**config.mk**
```make
export PLATFORM = sky130hd
export DESIGN_NAME = priv_trap_ctrl
export DESIGN_NICKNAME = d
export VERILOG_FILES = /design/src/rtl/machine_mode_types_1_12_pkg.sv /design/src/rtl/trap_priority_enc.sv /design/src/rtl/priv_trap_ctrl.sv
export SDC_FILE = /design/constraint.sdc
export NUM_CORES = 1
export LEC_CHECK = 0
export CORE_MARGIN = 2
export CORE_UTILIZATION = 30
export DETAILED_ROUTE_END_ITERATION = 8
export GPL_TIMING_DRIVEN = 0
export PLACE_DENSITY = 0.67
export SLEW_MARGIN = 10
export SYNTH_ARGS = -nofsm -noshare
export SYNTH_HDL_FRONTEND = slang
export SYNTH_SLANG_ARGS = --single-unit
```
**constraint.sdc**
```tcl
create_clock -name CLK -period 2.18 [get_ports CLK]
set_input_delay 0.218 -clock CLK [delete_from_list [all_inputs] [get_ports CLK]]
set_output_delay 0.218 -clock CLK [all_outputs]
set_load 0.01 [all_outputs]
```
**src/rtl/machine_mode_types_1_12_pkg.sv**
```systemverilog
// Machine-mode trap constants: cause codes, trap FSM states, trap kinds and mtvec mode.
package machine_mode_types_1_12_pkg;

    localparam int NUM_EXTENSIONS = 4;
    localparam logic [1:0] TVEC_MODE_VECTORED = 2'b01;

    typedef enum logic [4:0] {
        EX_MAL_INSN     = 5'd0,
        EX_FAULT_INSN   = 5'd1,
        EX_ILLEGAL_INSN = 5'd2,
        EX_BREAKPOINT   = 5'd3,
        EX_MAL_L        = 5'd4,
        EX_FAULT_L      = 5'd5,
        EX_MAL_S        = 5'd6,
        EX_FAULT_S      = 5'd7,
        EX_ECALL_M      = 5'd11
    } ex_cause_t;

    typedef enum logic [4:0] {
        INT_MSOFT  = 5'd3,
        INT_MTIMER = 5'd7,
        INT_MEXT   = 5'd11
    } int_cause_t;

    typedef enum logic [1:0] {
        TS_IDLE,
        TS_WAIT_CLEAR,
        TS_REDIRECT
    } trap_state_t;

    typedef enum logic [1:0] {
        KIND_NONE,
        KIND_EXC,
        KIND_INT,
        KIND_RET
    } trap_kind_t;

    // Misaligned/fault codes (0,1,4,5,6,7) report the offending address in mtval.
    function automatic logic cause_has_tval(input logic [30:0] code);
        return (code < 31'd8) && (code != 31'(EX_ILLEGAL_INSN)) && (code != 31'(EX_BREAKPOINT));
    endfunction

endpackage

```
**src/rtl/trap_priority_enc.sv**
```systemverilog
// Combinational trap picker: exception > ret > qualified interrupt, fixed order inside each class.
module trap_priority_enc
    import machine_mode_types_1_12_pkg::*;
#(
    parameter int RMGMT_CAUSE_BASE = 24,
    parameter int EXT_W            = 2
) (
    input  logic             i_fault_insn,
    input  logic             i_mal_insn,
    input  logic             i_illegal_insn,
    input  logic             i_fault_l,
    input  logic             i_mal_l,
    input  logic             i_fault_s,
    input  logic             i_mal_s,
    input  logic             i_breakpoint,
    input  logic             i_env,
    input  logic             i_ret,
    input  logic             i_ex_rmgmt,
    input  logic [EXT_W-1:0] i_ex_rmgmt_cause,
    input  logic             i_timer_int,
    input  logic             i_soft_int,
    input  logic             i_ext_int,
    input  logic [2:0]       i_mie_bits,
    input  logic             i_mstatus_mie,
    output logic             o_vld,
    output trap_kind_t       o_kind,
    output logic [30:0]      o_cause
);

    logic w_ext_q;
    logic w_soft_q;
    logic w_timer_q;

    assign w_ext_q   = i_ext_int   & i_mie_bits[2] & i_mstatus_mie;
    assign w_soft_q  = i_soft_int  & i_mie_bits[1] & i_mstatus_mie;
    assign w_timer_q = i_timer_int & i_mie_bits[0] & i_mstatus_mie;

    always_comb begin
        o_vld   = 1'b1;
        o_kind  = KIND_EXC;
        o_cause = '0;
        if      (i_fault_insn)   o_cause = 31'(EX_FAULT_INSN);
        else if (i_mal_insn)     o_cause = 31'(EX_MAL_INSN);
        else if (i_illegal_insn) o_cause = 31'(EX_ILLEGAL_INSN);
        else if (i_breakpoint)   o_cause = 31'(EX_BREAKPOINT);
        else if (i_env)          o_cause = 31'(EX_ECALL_M);
        else if (i_mal_s)        o_cause = 31'(EX_MAL_S);
        else if (i_mal_l)        o_cause = 31'(EX_MAL_L);
        else if (i_fault_s)      o_cause = 31'(EX_FAULT_S);
        else if (i_fault_l)      o_cause = 31'(EX_FAULT_L);
        else if (i_ex_rmgmt)     o_cause = 31'(RMGMT_CAUSE_BASE) + 31'(i_ex_rmgmt_cause);
        else if (i_ret)          o_kind  = KIND_RET;
        else if (w_ext_q) begin
            o_kind  = KIND_INT;
            o_cause = 31'(INT_MEXT);
        end else if (w_soft_q) begin
            o_kind  = KIND_INT;
            o_cause = 31'(INT_MSOFT);
        end else if (w_timer_q) begin
            o_kind  = KIND_INT;
            o_cause = 31'(INT_MTIMER);
        end else begin
            o_vld  = 1'b0;
            o_kind = KIND_NONE;
        end
    end

endmodule

```
**src/rtl/priv_trap_ctrl.sv**
```systemverilog
// Trap sequencer: latch the winning trap, wait for the pipeline to drain, then issue a
// one-cycle redirect plus CSR update strobes. Outputs are decodes of registered state.
module priv_trap_ctrl
    import machine_mode_types_1_12_pkg::*;
#(
    parameter int NUM_EXT          = NUM_EXTENSIONS,
    parameter int RMGMT_CAUSE_BASE = 24,
    localparam int EXT_W           = (NUM_EXT > 1) ? $clog2(NUM_EXT) : 1
) (
    input  logic             CLK,
    input  logic             RST,
    input  logic             fault_insn,
    input  logic             mal_insn,
    input  logic             illegal_insn,
    input  logic             fault_l,
    input  logic             mal_l,
    input  logic             fault_s,
    input  logic             mal_s,
    input  logic             breakpoint,
    input  logic             env,
    input  logic             ret,
    input  logic             ex_rmgmt,
    input  logic [EXT_W-1:0] ex_rmgmt_cause,
    input  logic [31:0]      epc,
    input  logic [31:0]      badaddr,
    input  logic             pipe_clear,
    input  logic             timer_int,
    input  logic             soft_int,
    input  logic             ext_int,
    input  logic [2:0]       mie_bits,
    input  logic             mstatus_mie,
    input  logic [31:0]      mtvec,
    input  logic [31:0]      mepc_r,
    output logic [31:0]      priv_pc,
    output logic             insert_pc,
    output logic             intr,
    output logic             mcause_wen,
    output logic             mepc_wen,
    output logic             mtval_wen,
    output logic [31:0]      mcause_val,
    output logic [31:0]      mepc_val,
    output logic [31:0]      mtval_val,
    output logic             mstatus_push,
    output logic             mstatus_pop
);

    trap_state_t r_state;
    trap_state_t w_state_nxt;
    trap_kind_t  r_kind;
    logic [30:0] r_cause;
    logic [31:0] r_epc;
    logic [31:0] r_badaddr;

    logic        w_vld;
    trap_kind_t  w_kind;
    logic [30:0] w_cause;
    logic        w_latch;
    logic [31:0] w_base;
    logic [31:0] w_vec_pc;

    trap_priority_enc #(
        .RMGMT_CAUSE_BASE (RMGMT_CAUSE_BASE),
        .EXT_W            (EXT_W)
    ) u_enc (
        .i_fault_insn     (fault_insn),
        .i_mal_insn       (mal_insn),
        .i_illegal_insn   (illegal_insn),
        .i_fault_l        (fault_l),
        .i_mal_l          (mal_l),
        .i_fault_s        (fault_s),
        .i_mal_s          (mal_s),
        .i_breakpoint     (breakpoint),
        .i_env            (env),
        .i_ret            (ret),
        .i_ex_rmgmt       (ex_rmgmt),
        .i_ex_rmgmt_cause (ex_rmgmt_cause),
        .i_timer_int      (timer_int),
        .i_soft_int       (soft_int),
        .i_ext_int        (ext_int),
        .i_mie_bits       (mie_bits),
        .i_mstatus_mie    (mstatus_mie),
        .o_vld            (w_vld),
        .o_kind           (w_kind),
        .o_cause          (w_cause)
    );

    assign w_base   = {mtvec[31:2], 2'b00};
    assign w_vec_pc = w_base + {25'd0, r_cause[4:0], 2'b00};

    always_ff @(posedge CLK or posedge RST) begin
        if (RST) begin
            r_state   <= TS_IDLE;
            r_kind    <= KIND_NONE;
            r_cause   <= '0;
            r_epc     <= '0;
            r_badaddr <= '0;
        end else begin
            r_state <= w_state_nxt;
            if (w_latch) begin
                r_kind    <= w_kind;
                r_cause   <= w_cause;
                r_epc     <= epc;
                r_badaddr <= badaddr;
            end
        end
    end

    always_comb begin
        w_state_nxt  = r_state;
        w_latch      = 1'b0;
        priv_pc      = '0;
        insert_pc    = 1'b0;
        intr         = 1'b0;
        mcause_wen   = 1'b0;
        mepc_wen     = 1'b0;
        mtval_wen    = 1'b0;
        mcause_val   = '0;
        mepc_val     = '0;
        mtval_val    = '0;
        mstatus_push = 1'b0;
        mstatus_pop  = 1'b0;
        case (r_state)
            TS_IDLE: begin
                intr = w_vld && (w_kind == KIND_INT);
                if (w_vld) begin
                    w_latch     = 1'b1;
                    w_state_nxt = pipe_clear ? TS_REDIRECT : TS_WAIT_CLEAR;
                end
            end
            TS_WAIT_CLEAR: begin
                intr = (r_kind == KIND_INT);
                if (pipe_clear) w_state_nxt = TS_REDIRECT;
            end
            TS_REDIRECT: begin
                w_state_nxt = TS_IDLE;
                insert_pc   = 1'b1;
                intr        = (r_kind == KIND_INT);
                if (r_kind == KIND_RET) begin
                    priv_pc     = mepc_r;
                    mstatus_pop = 1'b1;
                end else begin
                    // Only interrupts use the vectored table; exceptions always go to base.
                    priv_pc      = (r_kind == KIND_INT && mtvec[1:0] == TVEC_MODE_VECTORED)
                                   ? w_vec_pc : w_base;
                    mcause_wen   = 1'b1;
                    mepc_wen     = 1'b1;
                    mtval_wen    = 1'b1;
                    mstatus_push = 1'b1;
                    mcause_val   = {r_kind == KIND_INT, r_cause};
                    mepc_val     = r_epc;
                    mtval_val    = (r_kind == KIND_EXC && cause_has_tval(r_cause)) ? r_badaddr : 32'd0;
                end
            end
            default: w_state_nxt = TS_IDLE;
        endcase
    end

endmodule

```
* Yosys cells after proc, flatten, opt, wreduce, memory -nomap -nowiden
Cells that the tools add are included.
** Storage, ports and cells
- Memories kept :: 0
- Word-level logic and storage cells :: 97
- Output and inout port bits :: 135
- Register bits :: 99
- Memory bits (read-only) :: 0
- Latch bits :: 0
- Input port bits :: 151
- Bits in writable memories :: 0
** Cells by class
- Shift operators :: 0
- Add/sub/neg operators :: 2
- Muxes and demuxes :: 64
- Div/mod/pow operators :: 0
- Order comparisons :: 1
- Equality and inequality tests :: 11
- Reductions and logical operators :: 8
- Multiply operators :: 0
- Bitwise logic cells :: 6
** Operators with widths (count)
- $mux 31 :: 13
- $mux 32 :: 10
- $ne 31x2->1 const B :: 2
- $mux 2 :: 17
- $add 32x7->32 :: 1
- $lt 31x4->1 const B :: 1
- $mux 1 :: 21
- $eq 2x2->1 const B :: 4
- $add 5x2->6 const A :: 1
- $and 1x1->1 :: 6
- $eq 2x1->1 const B :: 3
- $logic_and 1x1->1 :: 5
- $ne 2x2->1 const B :: 2
- $pmux 2 s2 :: 1
- $mux 3 :: 1
- $logic_not 2->1 :: 1
- $pmux 1 s2 :: 1
- $reduce_and 2->1 :: 1
- $reduce_or 2->1 :: 1

* Longest topological paths before layout
Gate-level depths: netlist of run 1.
- Depth in word-level cells :: 19
- Depth in mapped cells :: 8
- Depth with buffers taken out :: 7

* Cells and area by module
Synthesis of run 1 repeated with hierarchy kept, for this count alone.
** Unflattened totals
- Cell total of the unflattened synthesis :: 600
- Area total of the unflattened synthesis :: 6144.6 um^2
** Modules (own cells, without submodules)
- priv_trap_ctrl :: instances 1, cells each 541, area an instance 5716.7 um^2
- trap_priority_enc :: instances 1, cells each 59, area an instance 427.9 um^2

* Worst setup path after synthesis of run 1
OpenSTA, ideal clock, no wires.
- Kind :: register to output
- Start point :: reg r_cause[0]
- End point :: out priv_pc[24]
- Cell stages (with the launch flop) :: 9
- Buffers on the path :: 1
- Data arrival time :: 2.181 ns
- Required time :: 1.962 ns
- Slack :: -0.219 ns
- Path through :: dfrtp_1 -> ha_1 -> fa_1 -> a211o_1 -> a21oi_1 -> buf_2 -> nor3_1 -> xnor2_1 -> o21ai_0
** Between the ends
- Word-level cells in the longest chain between the ends :: 4
** Ends and longest elaborated chain
- start, declared :: RTL line priv_trap_ctrl.sv:50 : logic [30:0] r_cause;
- start signal, assigned :: RTL line priv_trap_ctrl.sv:101 : r_cause <= w_cause;
- $add 32x7->32 :: RTL line priv_trap_ctrl.sv:88 : assign w_vec_pc = w_base + {25'd0, r_cause[4:0], 2'b00};
- $mux 32 :: RTL line priv_trap_ctrl.sv:144 : ? w_vec_pc : w_base;
- $mux 32 :: RTL line priv_trap_ctrl.sv:138 : if (r_kind == KIND_RET) begin
- $mux 32 :: RTL line priv_trap_ctrl.sv:122 : case (r_state)
- end, declared :: RTL line priv_trap_ctrl.sv:34 : output logic [31:0] priv_pc,
Every way passes these cells.

* Worst setup path in the final report of run 1
- Start point :: reg r_cause[0]
- End point :: out priv_pc[22]
Same word-level chain as after synthesis.

==> results of run 1 <==
## synth_stat cells, types with 6 or more instances
cell      instances
nand2_1          41
ha_1              9
nand3_1          15
and4_1            6
nor3_1            8
xor2_1            9
inv_1             8
and3_1           46
dfrtp_1          73
clkbuf_1         18
nand4_1          11
mux2_2           14
xnor2_1          14
mux2_4           50
buf_4            31
and2_1           35
o21ai_0          30
nor2_1           12
a21oi_1           7
## sequential cells by signal, indices dropped and copies added, names as in the netlist
name,cells
r_cause,5
r_state,2
r_kind,2
r_epc,32
r_badaddr,32
## metrics by stage
stage	hold slack [ps]	instance area [um2]	worst slack [ps]	setup TNS, ps
3_3_place_gp	479	8190	-1430	-188720
6_report	261	9390	-555	-10990
3_5_place_dp	483	8230	-1050	-78240
5_1_grt	312	9390	-644	-16330
2_1_floorplan	307	5330	23.3	0
4_1_cts	267	9020	-593	-13720
## critical path, stage by stage, from the launching register on
cell	delay [ps]
dfrtp_1	400
ha_4	170
fa_2	340
a211o_1	330
a21oi_4	200
buf_6	160
nand4b_1	170
xor2_2	160
o21ai_1	80
buf_2	160
## worst max-delay path by stage
stage / from / end / slack, ps / cells after the start
6_report: r_cause[0] / priv_pc[22] / -550 / 9
3_3_place_gp: r_state[0] / mtval_val[8] / -1430 / 7
2_1_floorplan: r_cause[0] / priv_pc[24] / 20 / 8
3_5_place_dp: mtvec[3] / priv_pc[29] / -1050 / 8
4_1_cts: r_cause[0] / priv_pc[22] / -590 / 9
5_1_grt: r_cause[0] / priv_pc[20] / -640 / 10
## final cells by class
class | count | area (um2) | area share
plain buffers | 57 | 574 | 0.0612
clock buffers | 11 | 253 | 0.0269
clock inverters | 4 | 76.3 | 0.00813
inverters | 9 | 41.3 | 0.00440
multi-input cells | 395 | 3430 | 0.365
flip-flops and latches | 73 | 1830 | 0.195
well taps | 225 | 282 | 0.0300
repair buffers | 307 | 2900 | 0.309
## per-layer routing
layer	track usage	vias up	share of wire
li1	-	2449	-
met1	0.215	2362	0.38
met2	0.343	223	0.50
met3	0.0735	21	0.11
met4	0.0532	2	0.016
met5	0	-	0.00070
## report_power, final
part / switching (mW) / total, mW / internal (mW)
clock network: 0.579 / 1.64 / 1.06
registers: 0.407 / 2.45 / 2.04
logic: 2.69 / 6.53 / 3.84
## cells by family (layout without fill, tap and decap cells)
family / count (synthesis) / after routing
simple gates: 201 / 201
flops: 73 / 73
mux: 69 / 69
buf+inv: 69 / 388
compound gates: 66 / 66
xor+xnor: 23 / 23
fa+ha+maj: 10 / 10
other cells: 1 / 26
## repair_timing
action,4_1_cts,5_1_grt
endpoints found under the setup margin,108,70
pin swaps,42,46
resized for setup,421,94
cloned,3,0
buffers inserted,36,10
## cells in the final DEF (no fill, tap or decap), types with 11 or more instances in the layout
cell	netlist	routed
conb_1	1	26
buf_2	3	28
and3_1	46	41
dfrtp_1	73	69
buf_4	31	62
nand2_1	41	41
clkdlybuf4s50_1	0	149
nand4_1	11	11
xnor2_1	14	14
mux2_4	50	50
buf_6	2	50
dlygate4sd2_1	0	41
mux2_2	14	14
and2_4	0	29
clkbuf_16	0	11
o21ai_1	3	18
==> flow_summary.yaml, run 1 <==
placement:
  dp_hpwl_um: 13600
  dp_cells: 1022
  io_buffers: 258
  place.gp.congestion: 0.875
pwr:
  leakagePower_nw: 4.47
  p_total_mw: 10.6
  pwr_density_cell_mw_per_mm2: 1130
  ir_drop_mv: 0.816
synth:
  netlist_instances: 512
  synth_top_area_share: 0.350
  synth_simple_gate_area_share: 0.231
  synth_area_leaders: "dfrtp_1 (35%), mux2_4 (14%), and3_1 (5.5%)"
  synth-adder-area-share: 0.0254
  syn_avg_cell_area_um2: 10.2
  yosys_register_bits: 73
  synth_enable_flop_cells: 0
  synth_compound_area_frac: 0.0798
  yosysWarnings: 0
  synth_flop_cell: "dfrtp_1"
  async_flop_share: 1.00
  synth-xor-area-share: 0.0386
  yosysTopAreaCell: "dfrtp_1"
  yosysSeqAreaShare: 0.350
  synth_area_mm2: 0.00522
  ys_types: 60
  synth_top_family_by_area: "simple AND/OR/NAND/NOR gates"
  synthMuxAreaShare: 0.184
floorplanning:
  row_count: 48
  coreArea_mm2: 0.0172
  die-area_mm2: 0.0185
  start_util: 0.304
  chipWidth_um: 136
  ios: 286
  die_h_um: 136
finish:
  final_cells: 1081
  drive_gt1_frac: 0.404
  fillers: 1563
  areaGrowthSynthToFinish_pct: 79.9
  final_core_util: 0.546
  nets: 1013
  antennaDiodeCount: 0
timing:
  setup_slack_ps: -555
  hold_viol_final: 0
  period_needed_ps: 2730
  finalSetupViolCount: 36
  fin_skew_ps: 5.85
  min_period_over_period: 1.25
  maxSlewHeadroom: 0.573
  rsz0062_at_grt: "yes"
  slew_violations: 0
  fmax_mhz: 366
  tightest_slew_ps: 640
critical_path:
  rrSetupSlack_ps: 370
  worstPathRequired_ps: 1960
  critPathCaptureType: "output port"
  crit_path_start_kind: "flop"
  arrival_ps: 2520
  timing.rr.end: "r_epc[6]"
  r2r_start: "r_state[0]"
  r2r_cells: 8
  worstPathMaxFanout: 7
  path_class: "flop to output port"
clock_network:
  cts_tree: "yes"
  clock_latency_ps: 330
  cts_sinks: 73
  htree_levels: 3
  cts_root_buffer: "clkbuf_16"
  postCtsHoldBufs: 0
  cts_buffers: 9
  cts_buffer_depth: 2
  clkTransAtPathRegs_ps: 60
hold_path:
  hp-class: "input port to async pin"
status:
  status: "finished, violations left"
  violations: "negative setup slack"
routing:
  dr.pass1.iters: 7
  drt_iter0_markers: 97
  antenna_left: 0
  drc: 0
  drt_wl_total_um: 18600
  vias: 5057
  via_per_inst: 4.68
  wl_per_cell_um: 17.2
global_routing:
  gr-total-overflow: 0
  antenna_found_initial: 1
  grt_pass1_vias: 5049
  grt_util_all_layers: 0.193
  grt_pass1_wl_um: 27400
  grt_max_degree: 43
job:
  cap_violations: 0
Power figures use the tool's default switching activity.
==> run 2, diff against run 1 <==
CELL_PAD_IN_SITES_DETAIL_PLACEMENT = 1   (was default)
CELL_PAD_IN_SITES_GLOBAL_PLACEMENT = 1   (was default)
PLACE_DENSITY = default   (was 0.67)
PLACE_DENSITY_LB_ADDON = 0.1   (was default)
clock period = 3.2 ns   (was 2.18 ns; I/O delays follow)
==> run 2 against run 1 <==
The run now ends clean. Sequential share of layout area grew 1.8 points. Largest cell class is now multi-input gates. Critical endpoint is now priv_pc[27]. Non-clock buffer count shrank 44. Wire length shrank 1.9%. Worst hold slack gained 21 ps. Power shrank 39%. Largest power group unchanged.
==> flow_summary.yaml, run 2 (synthesis gave the netlist of run 1 again) <==
clock_network:
  cts_sinks: 73
  htree_levels: 3
  clock_latency_ps: 340
  cts_buffer_depth: 2
  cts_tree: "yes"
  cts_buffers: 9
  clkTransAtPathRegs_ps: 60
  cts_root_buffer: "clkbuf_16"
  postCtsHoldBufs: 0
global_routing:
  antenna_found_initial: 0
  grt_max_degree: 59
  grt_pass1_wl_um: 28000
  gr-total-overflow: 0
  grt_util_all_layers: 0.192
  grt_pass1_vias: 5266
timing:
  min_period_over_period: 0.971
  hold_slack_ps: 282
  hold_viol_final: 0
  tightest_slew_ps: 504
  finalSetupViolCount: 0
  setup_slack_ps: 94.1
  slew_violations: 0
  maxSlewHeadroom: 0.663
  fin_skew_ps: 7.53
  period_needed_ps: 3110
  fmax_mhz: 322
finish:
  drive_gt1_frac: 0.192
  layout_commonest_cell: "clkdlybuf4s50_1"
  areaGrowthSynthToFinish_pct: 64.7
  nets: 969
  final_cell_mix: "clkdlybuf4s50_1 (245), dfrtp_1 (71), mux2_4 (50)"
  top_regs: "r_badaddr (32), r_epc (32), r_cause (5)"
  antennaDiodeCount: 0
  fillers: 1931
critical_path:
  crit_path_start_kind: "input port"
  critPathLaunch: "mtvec[5]"
  worstPathMaxFanout: 8
  critPathCaptureType: "output port"
  arrival_ps: 2790
  r2r_start: "r_state[0]"
  r2r_cells: 6
  timing.rr.end: "r_cause[1]"
  worstPathRequired_ps: 2880
  path_class: "input port to output port"
  endpoint: "priv_pc[27]"
  rrSetupSlack_ps: 1360
routing:
  drt_iter0_markers: 116
  drc: 0
  wl_per_cell_um: 17.5
  dr.pass1.iters: 4
  drt_wl_total_um: 18200
  via_per_inst: 4.76
  vias: 4942
  antenna_left: 0
hold_path:
  hp-class: "input port to async pin"
floorplanning:
  row_count: 48
  coreArea_mm2: 0.0172
  start_util: 0.304
  die-area_mm2: 0.0185
  chipWidth_um: 136
  ios: 286
  die_h_um: 136
pwr:
  pwr_density_cell_mw_per_mm2: 751
  ir_drop_mv: 0.456
  leakagePower_nw: 3.76
placement:
  dp_hpwl_um: 14500
  dp_slack_ps: -423
  place.gp.congestion: 0.756
  io_buffers: 258
job:
  cap_violations: 0
status:
  status: "completed"
## run 2: changes by cell type in the layout (fill, tap and decap cells not counted), sizes merged
cell | before | now
bufinv | 2 | 0
clkdlybuf4s50 | 149 | 245
clkbuf | 28 | 27
inv | 8 | 9
clkinvlp | 1 | 3
clkdlybuf4s15 | 3 | 0
dlygate4sd2 | 41 | 10
dlymetal6s2s | 1 | 3
buf | 153 | 46
## run 2: where the power goes
part           internal [mW]  switching (mW)
sequential              1.39           0.280
clock                  0.550           0.405
combinational           2.24            1.59
total                   4.18            2.27
## run 2: worst max-delay path: stages
cell and delay, ps:
clkdlybuf4s50_1 480, ha_4 320, o21ai_1 80, o21ai_2 180, buf_4 160, nand4_4 160, or4_1 440, nand3_1 120
clkdlybuf4s50_1 540
## run 2: how the worst min path moves through the flow
stage / from / end / slack, ps
floorplan: pipe_clear / r_state[0] / 410
global placement: r_badaddr[2] / r_badaddr[2] / 480
detailed placement: r_badaddr[15] / r_badaddr[15] / 490
CTS: RST / r_badaddr[23] / 280
global route: RST / r_badaddr[27] / 330
finish: RST / r_badaddr[27] / 280
## run 2: metrics by stage
stage / utilization / cells / power, mW / setup TNS, ps / cell area [um2]
global route: 0.500 / 1038 / 6.86 / -10.0 / 8600
detailed placement: 0.478 / 1021 / 5.50 / -5400 / 8210
CTS: 0.499 / 1038 / 6.51 / -10.7 / 8570
finish: 0.500 / 1038 / 6.45 / 0 / 8600
global placement: 0.476 / 1020 / 5.38 / -31510 / 8180
floorplan: - / 537 / 3.95 / 0 / 5310
## run 2: layout make-up
type / instances / area, um2 / share of cell area
Clock inverter: 5 / 40.0 / 0.00466
Inverter: 9 / 41.3 / 0.00480
Multi-Input combinational cell: 395 / 3080 / 0.359
Tap cell: 225 / 282 / 0.0328
Sequential cell: 73 / 1830 / 0.213
Buffer: 58 / 450 / 0.0524
Clock buffer: 11 / 243 / 0.0282
Timing Repair Buffer: 262 / 2630 / 0.306
## run 2: per-layer routing
layer / global-route usage / share of wire / up-vias
met2: 0.351 / 0.51 / 186
met4: 0.0469 / 0.011 / 0
met1: 0.222 / 0.40 / 2381
li1: - / - / 2364
met5: 0 / 0 / -
met3: 0.0529 / 0.079 / 11
## run 2: what timing repair did
| action | in CTS | in global routing |
|---|---|---|
| gates resized for setup | 29 | 11 |
| setup buffers | 3 | 0 |
| endpoints found under the setup margin | 57 | 56 |
| hold endpoints to repair | 0 | 0 |
| pin swaps | 2 | 2 |
==> run 3, diff against run 2 <==
PLACE_DENSITY = 0.91   (was default)
PLACE_DENSITY_LB_ADDON = default   (was 0.1)
==> run 3 against run 2 <==
Cell area increased by 0.66%. Non-clock buffer count unchanged. Clock-buffer cell count shrank 1. Sequential share of layout area is 0.17 points lower. Sequential power barely moved. Fmax rose by 1.1%. Register-to-register slack gained 50 ps. Flip-flop and latch count stayed put. Power increased by 4.8%. Worst setup slack improved by 32 ps. Clock skew fell by 1.7 ps. Critical path type unchanged. Critical endpoint is now priv_pc[28]. Largest power group unchanged.
==> flow_summary.yaml, run 3 (synthesis gave the netlist of run 1 again) <==
critical_path:
  critPathCaptureType: "output port"
  path_class: "input port to output port"
  critPathMaxStageDelay_ps: 540
  crit_top_cell: "clkdlybuf4s50_1"
  crit_chain: "clkdlybuf4s50_1, ha_2, fa_2, a211o_1, a21oi_4, nor4b_2, xnor2_1, o21ai_1, clkdlybuf4s50_1"
  worstPathRequired_ps: 2880
  crit_path_start_kind: "input port"
  arrival_ps: 2750
  worstPathMaxFanout: 3
  crit_family: "buffers and inverters"
  path_buf_inv: 2
  crit_slowest_cell: "clkdlybuf4s50_1"
global_routing:
  grt_pass1_vias: 5315
  gr-total-overflow: 0
  grt_util_all_layers: 0.202
  grt_pass1_wl_um: 28800
  grt_max_degree: 46
  antenna_found_initial: 0
clock_network:
  cts_buffer_depth: 2
  cts_buffers: 9
  cts_tree: "yes"
  cts_sinks: 73
  postCtsHoldBufs: 0
  clkTransAtPathRegs_ps: 60
  htree_levels: 3
  clock_latency_ps: 340
  cts_root_buffer: "clkbuf_16"
hold_path:
  hp-class: "input port to async pin"
timing:
  finalSetupViolCount: 0
  hold_slack_ps: 332
  slew_violations: 0
  setup_slack_ps: 126
  hold_viol_final: 0
  tightest_slew_ps: 659
  period_needed_ps: 3070
  maxSlewHeadroom: 0.561
  fmax_mhz: 325
  min_period_over_period: 0.960
  fin_skew_ps: 5.79
pwr:
  ir_drop_mv: 0.410
  switchingPower_mw: 2.37
  p_comb_frac: 0.575
  pwr_density_cell_mw_per_mm2: 781
  pwr-share-clk: 0.175
  seqPwrFrac: 0.251
  intPower_mw: 4.40
  leakagePower_nw: 3.77
  swShare: 0.350
job:
  cap_violations: 0
floorplanning:
  ios: 286
  die-area_mm2: 0.0185
  start_util: 0.304
  die_h_um: 136
  row_count: 48
  chipWidth_um: 136
  coreArea_mm2: 0.0172
routing:
  drc: 0
  antenna_left: 0
  wl_per_cell_um: 18.6
  drt_wl_total_um: 19300
  drt_iter0_markers: 138
  dr.pass1.iters: 4
  via_per_inst: 4.79
  vias: 4971
finish:
  layout_commonest_cell: "clkdlybuf4s50_1"
  antennaDiodeCount: 0
  fillers: 1911
  final_area_mm2: 0.00865
  drive_gt1_frac: 0.192
  nets: 969
  top_regs: "r_badaddr (32), r_epc (32), r_cause (5)"
  areaGrowthSynthToFinish_pct: 65.8
  final_cells: 1038
  final_cell_mix: "clkdlybuf4s50_1 (246), dfrtp_1 (73), mux2_4 (50)"
placement:
  dp_hpwl_um: 15100
  dp_cells: 1022
  io_buffers: 258
  placed_cell_area_mm2: 0.00822
  dp_slack_ps: -449
  place.gp.congestion: 0.827
status:
  status: "completed"
==> run 3: changes by cell type in the layout (fill, tap and decap cells not counted), sizes merged <==
cell	previous run	this run
dlymetal6s2s	3	1
clkdlybuf4s50	245	246
buf	46	45
inv	9	10
dlygate4sd2	10	11
clkinv	2	1
bufinv	0	3
clkinvlp	3	1
==> run 3: routing by layer <==
metal / vias to the layer above / global-route usage / part of all wire
met1: 2380 / 0.213 / 0.38
met5: - / 0 / 0
met2: 201 / 0.380 / 0.52
met3: 22 / 0.0667 / 0.090
li1: 2368 / - / -
met4: 0 / 0.0637 / 0.017
==> run 3: power by group through the flow <==
stage	clock network [mW]	logic, mW	registers [mW]
CTS	1.20	3.89	1.69
global placement	0	3.76	1.64
global route	1.23	4.16	1.75
detailed placement	0	3.89	1.68
floorplan	0	2.39	1.56
finish	1.18	3.88	1.69
==> run 3: timing repair <==
item,4_1_cts,5_1_grt
setup buffers,1,1
resized for setup,20,18
endpoints found under the setup margin,31,50
hold endpoints to repair,0,0
pin swaps,1,2
==> run 3: path summary, 6_finish.rpt <==
check,start,to,slack [ps],depth (start not counted)
worst max-delay path,mtvec[2],priv_pc[28],130,9
worst min-delay path,RST,r_badaddr[7],330,2
worst max register to register,r_state[0],r_badaddr[21],1410,6
worst min register to register,r_badaddr[4],r_badaddr[4],500,1
max in group asynchronous,RST,r_cause[4],2290,3
min in group CLK,r_badaddr[4],r_badaddr[4],500,1
==> run 3: area by class of cell <==
| cell class | instances | area, um2 | area share |
|---|---|---|---|
| Sequential cell | 73 | 1830 | 0.211 |
| Tap cell | 225 | 282 | 0.0325 |
| Multi-Input combinational cell | 395 | 3090 | 0.357 |
| Clock inverter | 6 | 115 | 0.0133 |
| Clock buffer | 10 | 229 | 0.0265 |
| Timing Repair Buffer | 262 | 2620 | 0.303 |
| Inverter | 9 | 38.8 | 0.00448 |
| Buffer | 58 | 448 | 0.0518 |
==> run 3: worst register-to-register path: cells and delay by family (launching register included) <==
family          cells  cell delay [ps]
fa+ha+maj           1              290
mux                 1              320
buf+inv             3              530
compound gates      1              110
flops               1              430
==> run 3: stage by stage <==
| step | TNS (ps) | util | power (mW) |
|---|---|---|---|
| floorplan | 0 | - | 3.95 |
| global placement | -33530 | 0.476 | 5.39 |
| detailed placement | -5200 | 0.479 | 5.57 |
| CTS | 0 | 0.499 | 6.79 |
| global route | -1.14 | 0.504 | 7.14 |
| finish | 0 | 0.504 | 6.76 |
